$ cat src/rtl/bcd_to_xs3_serial.sv
// Serial BCD -> Excess-3 converter, LSB first, 4-bit frames, Mealy adder of 0011.
// Define BCD2XS3_REG_OUT_EN to register Z/Last/Err (one cycle later, cleared on reset).
module bcd_to_xs3_serial #(
    parameter bit CHECK_INVALID = 1'b1
) (
    input  logic Clk,
    input  logic Rst,
    input  logic X,
    output logic Z,
    output logic Last,
    output logic Err
);

    // State name = bit position within the digit plus the running carry.
    typedef enum logic [2:0] {
        S0   = 3'd0,
        S1C0 = 3'd1,
        S1C1 = 3'd2,
        S2C0 = 3'd3,
        S2C1 = 3'd4,
        S3C0 = 3'd5,
        S3C1 = 3'd6
    } state_e;

    state_e state_q, state_d;
    logic   hi_q, hi_d;
    logic   z_c, last_c, err_c;

    always_ff @(posedge Clk) begin
        if (Rst) begin
            state_q <= S0;
            hi_q    <= 1'b0;
        end else begin
            state_q <= state_d;
            hi_q    <= hi_d;
        end
    end

    always_comb begin
        state_d = S0;
        hi_d    = hi_q;
        z_c     = ~X;
        last_c  = 1'b0;
        err_c   = 1'b0;
        unique case (state_q)
            S0: begin
                z_c     = ~X;
                hi_d    = 1'b0;
                state_d = X ? S1C1 : S1C0;
            end
            S1C0: begin
                z_c     = ~X;
                hi_d    = X;
                state_d = X ? S2C1 : S2C0;
            end
            S1C1: begin
                z_c     = X;
                hi_d    = X;
                state_d = S2C1;
            end
            S2C0: begin
                z_c     = X;
                hi_d    = hi_q | X;
                state_d = S3C0;
            end
            S2C1: begin
                z_c     = ~X;
                hi_d    = hi_q | X;
                state_d = X ? S3C1 : S3C0;
            end
            S3C0: begin
                z_c     = X;
                last_c  = 1'b1;
                err_c   = CHECK_INVALID & X & hi_q;
                state_d = S0;
            end
            S3C1: begin
                z_c     = ~X;
                last_c  = 1'b1;
                err_c   = CHECK_INVALID & X & hi_q;
                state_d = S0;
            end
            default: begin
                state_d = S0;
            end
        endcase
        // During reset the digit restarts: bit-0 Mealy value, no flags.
        if (Rst) begin
            state_d = S0;
            hi_d    = 1'b0;
            z_c     = ~X;
            last_c  = 1'b0;
            err_c   = 1'b0;
        end
    end

`ifdef BCD2XS3_REG_OUT_EN
    logic z_q, last_q, err_q;

    always_ff @(posedge Clk) begin
        if (Rst) begin
            z_q    <= 1'b0;
            last_q <= 1'b0;
            err_q  <= 1'b0;
        end else begin
            z_q    <= z_c;
            last_q <= last_c;
            err_q  <= err_c;
        end
    end

    assign Z    = z_q;
    assign Last = last_q;
    assign Err  = err_q;
`else
    assign Z    = z_c;
    assign Last = last_c;
    assign Err  = err_c;
`endif

endmodule

$ cat config.mk
export PLATFORM = sky130hd
export DESIGN_NAME = bcd_to_xs3_serial
export DESIGN_NICKNAME = d
export VERILOG_FILES = /design/src/rtl/bcd_to_xs3_serial.sv
export SDC_FILE = /design/constraint.sdc
export NUM_CORES = 1
export LEC_CHECK = 0
export ABC_CLOCK_PERIOD_IN_PS = 2600
export BUFFER_PORTS_ARGS = -buffer_cell sky130_fd_sc_hd__buf_2
export CAP_MARGIN = 20
export CORE_AREA = 2 2 39 41
export CTS_BUF_LIST = sky130_fd_sc_hd__clkbuf_4
export CTS_CLUSTER_SIZE = 14
export DETAILED_ROUTE_END_ITERATION = 10
export DIE_AREA = 0 0 41 43
export SETUP_SLACK_MARGIN = 0.3
export SYNTH_ARGS = -nofsm -noshare
export SYNTH_HDL_FRONTEND = slang
export SYNTH_SLANG_ARGS = --single-unit
$ cat constraint.sdc
create_clock -name Clk -period 2.6 [get_ports Clk]
set_input_delay 0.39 -clock Clk [delete_from_list [all_inputs] [get_ports Clk]]
set_output_delay 0.39 -clock Clk [all_outputs]
set_load 0.005 [all_outputs]
# After elaboration in Yosys (flattened, before gate mapping)
# Index checks and enable logic that the tools add are counted.
[classes] n_reduce_logical=6 n_mux=11 bitwise=3 eq_ne=6
[op_table] op="3-bit case mux with 5 select lines" n=1
[op_table] op="3-bit equality test, second input constant" n=3
[op_table] op="3-bit by 2-bit equality test with 1-bit output, second input constant" n=2
[op_table] op="1-bit two-way mux" n=6
[op_table] op="2-bit OR reduction" n=3
[op_table] op="2-bit two-way mux" n=2
[op_table] op="3-bit by 1-bit equality test with 1-bit output, second input constant" n=1
[op_table] op="3-bit zero test" n=1
[op_table] op="3-bit two-way mux" n=1
[op_table] op="1-bit case mux with 3 select lines" n=1
[op_table] op="3-bit nonzero test" n=1
[op_table] op="3-bit OR reduction" n=1
[op_table] op="1-bit bitwise AND" n=1
[op_table] op="1-bit inverter" n=1
[op_table] op="1-bit OR" n=1
[word_totals] ff_bits=4 in_bits=3 wordCells=28 output_inout_bits=3

# Logic depth before layout (Yosys ltp)
[logic_depth] ltp_word=4 ltp_mapped=4 mapped_depth_nobuf=3

# Worst setup path after synthesis
# Ideal clock, no wire load.
[synth_timing] kind="reg2out" startpoint="reg state_q[0]" endpoint="out Err" stages_incl_launch_ff=5 t_arrival_ns=0.928 slack_ns=1.282 n_path_buf=1 required_time_ns=2.210 path_cell_list="dfxtp_1 -> buf_2 -> xnor2_1 -> nor3b_2 -> and3_1"
[synth_between] elab_chain_len=4 elab_cells_between_ends=5 classes_between="eq/ne (2); mux (2); reduce/logical (1)"
[synth_lines] element="start: declaration" line_no="25" source="state_e state_q, state_d;"
[synth_lines] element="start signal: assignment" line_no="34" source="state_q <= state_d;"
[synth_lines] element="3-bit equality test" line_no="45" source="unique case (state_q)"
[synth_lines] element="2-bit OR reduction (no line) (*)"
[synth_lines] element="1-bit two-way mux (*)"
[synth_lines] element="1-bit two-way mux (*)" line_no="88" source="if (Rst) begin"
[synth_lines] element="end: declaration" line_no="11" source="output logic Err"
# Mark *: on every way between the ends. The rest lies on a longest branch, timed or not.

# Final worst setup path
[layout_timing] startpoint="reg state_q[1]" endpoint="out Err"
# Same word-level chain as after synthesis.

==> metrics.yaml <==
status: "complete, no violations"
min_from: "Rst"
synth_top_area_share_pct: 30.9
num_io_pins: 6
clock_latency_ns: 0.23
synth-seq-area-share_pct: 30.9
cts_made_buffers: 3
wl_um: 423
synthToLayoutAreaGrowth_pct: 16.9
yosys_register_bits: 4
intPower_mw: 0.137
slowest_delay_ns: 0.48
synth-edff-count: 0
holdBufCountCts: 0
drc: 0
start_util_pct: 18.7
grt_setup_unrepaired: "false"
grt_max_degree: 11
r2r-end: "state_q[2]"
cp-start-kind: "register"
r2r-start: "state_q[2]"
h-tree-depth: 1
leakagePower_nw: 0.120
die_h_um: 43
fin_worst_skew_ns: 0.00179
synth_top_area_cell: "dfxtp_1"
clockPowerShare_pct: 39.8
hold_depth: 2
die_area_um2: 1760
timing.hold.ws_ns: 0.431
insertedDiodeCount: 0
portBuffers: 5
cts_setup_buffers: 0
drive_gt1_share_pct: 25.0
clk_root_buffer_cell: "clkbuf_4"
power_density_nw_per_um2: 610
timing.fmax_mhz: 602
stdcell_area_um2: 303
setup_tns_ns: 0
drt-initial-drc-count: 6
tightest_slew_ns: 0.297
final-hold-violation-count: 0
fin_crit_ns: 1.66
p_sw_share_pct: 25.7
clock-sinks: 4
final_nets: 41
ys_top_cells_by_area: "dfxtp_1 (31%), a21oi_1 (7.7%), xnor2_1 (6.8%)"
critPathKind: "reg -> out"
pwr-share-comb_pct: 17.5
cap_violations: 0
cp.depth: 4
max-vdd-ir-drop_mv: 0.226
die_w_um: 41
placed_cell_area_um2: 280
setup_viol: 0
grt_pass1_vias: 152
cts-resized-gates: 0
p_sw_mw: 0.0474
netlist_area_um2: 259
vias_per_cell: 4.10
cts.path.max_buffers: 2
crit_slowest_cell: "dfxtp_1"
crit_chain: "xnor2_1 > nor3b_2 > and3_1 > buf_2"
ys.flop_type: "dfxtp_1"
end_kind: "primary output"
worstPathRequired_ns: 2.21
std_cell_rows: 14
hold_end: "state_q[1]"
cts_tree: "built"
grt_pass1_wl_um: 627
grt.overflow.total: 0
period_share_pct: 63.9
ant_nets: 0
dr_total_vias: 213
yosysWarnings: 0
coreArea_um2: 1380
async_reset_ff_share_pct: 0
worst-path-buf-inv: 1
globalplace.congestion: 0.674
clkSlewWorstSetupHoldPaths_ns: 0.03
grtUsageTotal_pct: 5.43
syn_nets: 34
routedWlPerCell_um: 8.13
rrSetupSlack_ns: 1.50
synth_cells: 31
drtPass1Iterations: 4
max_slew_margin_pct: 80.2
critPathArrivalTime_ns: 1.27
cp_top_family: "flip-flops"
synthTopCellsByCount: "a21oi_1 (4), dfxtp_1 (4), inv_1 (2), nand2b_1 (2), xnor2_1 (2)"
hp-class: "in -> reg"
seqPwrFrac_pct: 42.7
dpl.hpwl_um: 304
antenna_found_initial: 0
path_max_fanout: 10
synth.avg_cell_area_um2: 8.35
finalMaxSlewViolations: 0
reg2regPathDepth: 3
crit_start: "state_q[1]"
synth.distinct_cells: 22
==> layout make-up <==
type                    instances  area, µm²
flip-flops and latches          4       80.1
multi-input cells              22        148
fillers                       150       1080
repair buffers                  5       25.0
inverters                       2       7.51
well taps                      16       20.0
clock buffers                   3       22.5
==> per-layer routing <==
metal | global-route usage (%) | share of wire, % | vias to the layer above
li1 | - | - | 118
met1 | 8.06 | 50 | 92
met2 | 6.25 | 48 | 3
met3 | 0 | 1.2 | 0
met4 | 6.00 | 0 | 0
met5 | 0 | 0 | -
==> sequential cells by signal (all words and copies together) (netlist names) <==
register / cells
hi_q: 1
state_q: 3
==> stage by stage <==
stage / power, mW / instances / utilization, % / setup WS, ns
finish: 0.185 / 52 / 21.9 / 0.939
global route: 0.195 / 52 / 21.9 / 0.839
CTS: 0.189 / 52 / 21.9 / 0.917
detailed placement: 0.112 / 49 / 20.3 / 1.17
global placement: 0.112 / 49 / 20.3 / 1.18
floorplan: 0.108 / 31 / - / 1.28
==> worst max path at each step <==
stage and endpoint:
2_1_floorplan Err, 3_3_place_gp Err, 3_5_place_dp Err, 4_1_cts Err, 5_1_grt Err, 6_report Err
==> cells by family (layout without fill, tap and decap cells) <==
group | after synthesis | count (layout) | synth area share (%)
simple gates | 11 | 11 | 29.0
compound gates | 8 | 8 | 17.9
buf+inv | 5 | 10 | 12.1
flops | 4 | 4 | 30.9
xor+xnor | 3 | 3 | 10.1
==> cells in the final DEF (no fill, tap or decap) <==
cell / n
buf_2: 5
a21oi_1: 4
dfxtp_1: 4
clkbuf_4: 3
xnor2_1: 2
nand2b_1: 2
inv_1: 2
nor3b_2: 1
and3_1: 1
nand3b_1: 1
nor3b_1: 1
nor3_1: 1
nand2_1: 1
o21ai_0: 1
a211oi_1: 1
or3b_1: 1
o21ai_1: 1
and2b_1: 1
nor2_1: 1
xor2_1: 1
o32ai_1: 1
==> power groups by stage <==
| stage | clock network (mW) | logic (mW) | registers [mW] |
|---|---|---|---|
| global route | 0.0793 | 0.0356 | 0.0799 |
| detailed placement | 0 | 0.0322 | 0.0797 |
| CTS | 0.0773 | 0.0326 | 0.0787 |
| finish | 0.0736 | 0.0322 | 0.0789 |
| global placement | 0 | 0.0326 | 0.0793 |
| floorplan | 0 | 0.0372 | 0.0704 |
No activity file was read; power rests on OpenSTA's default activity.
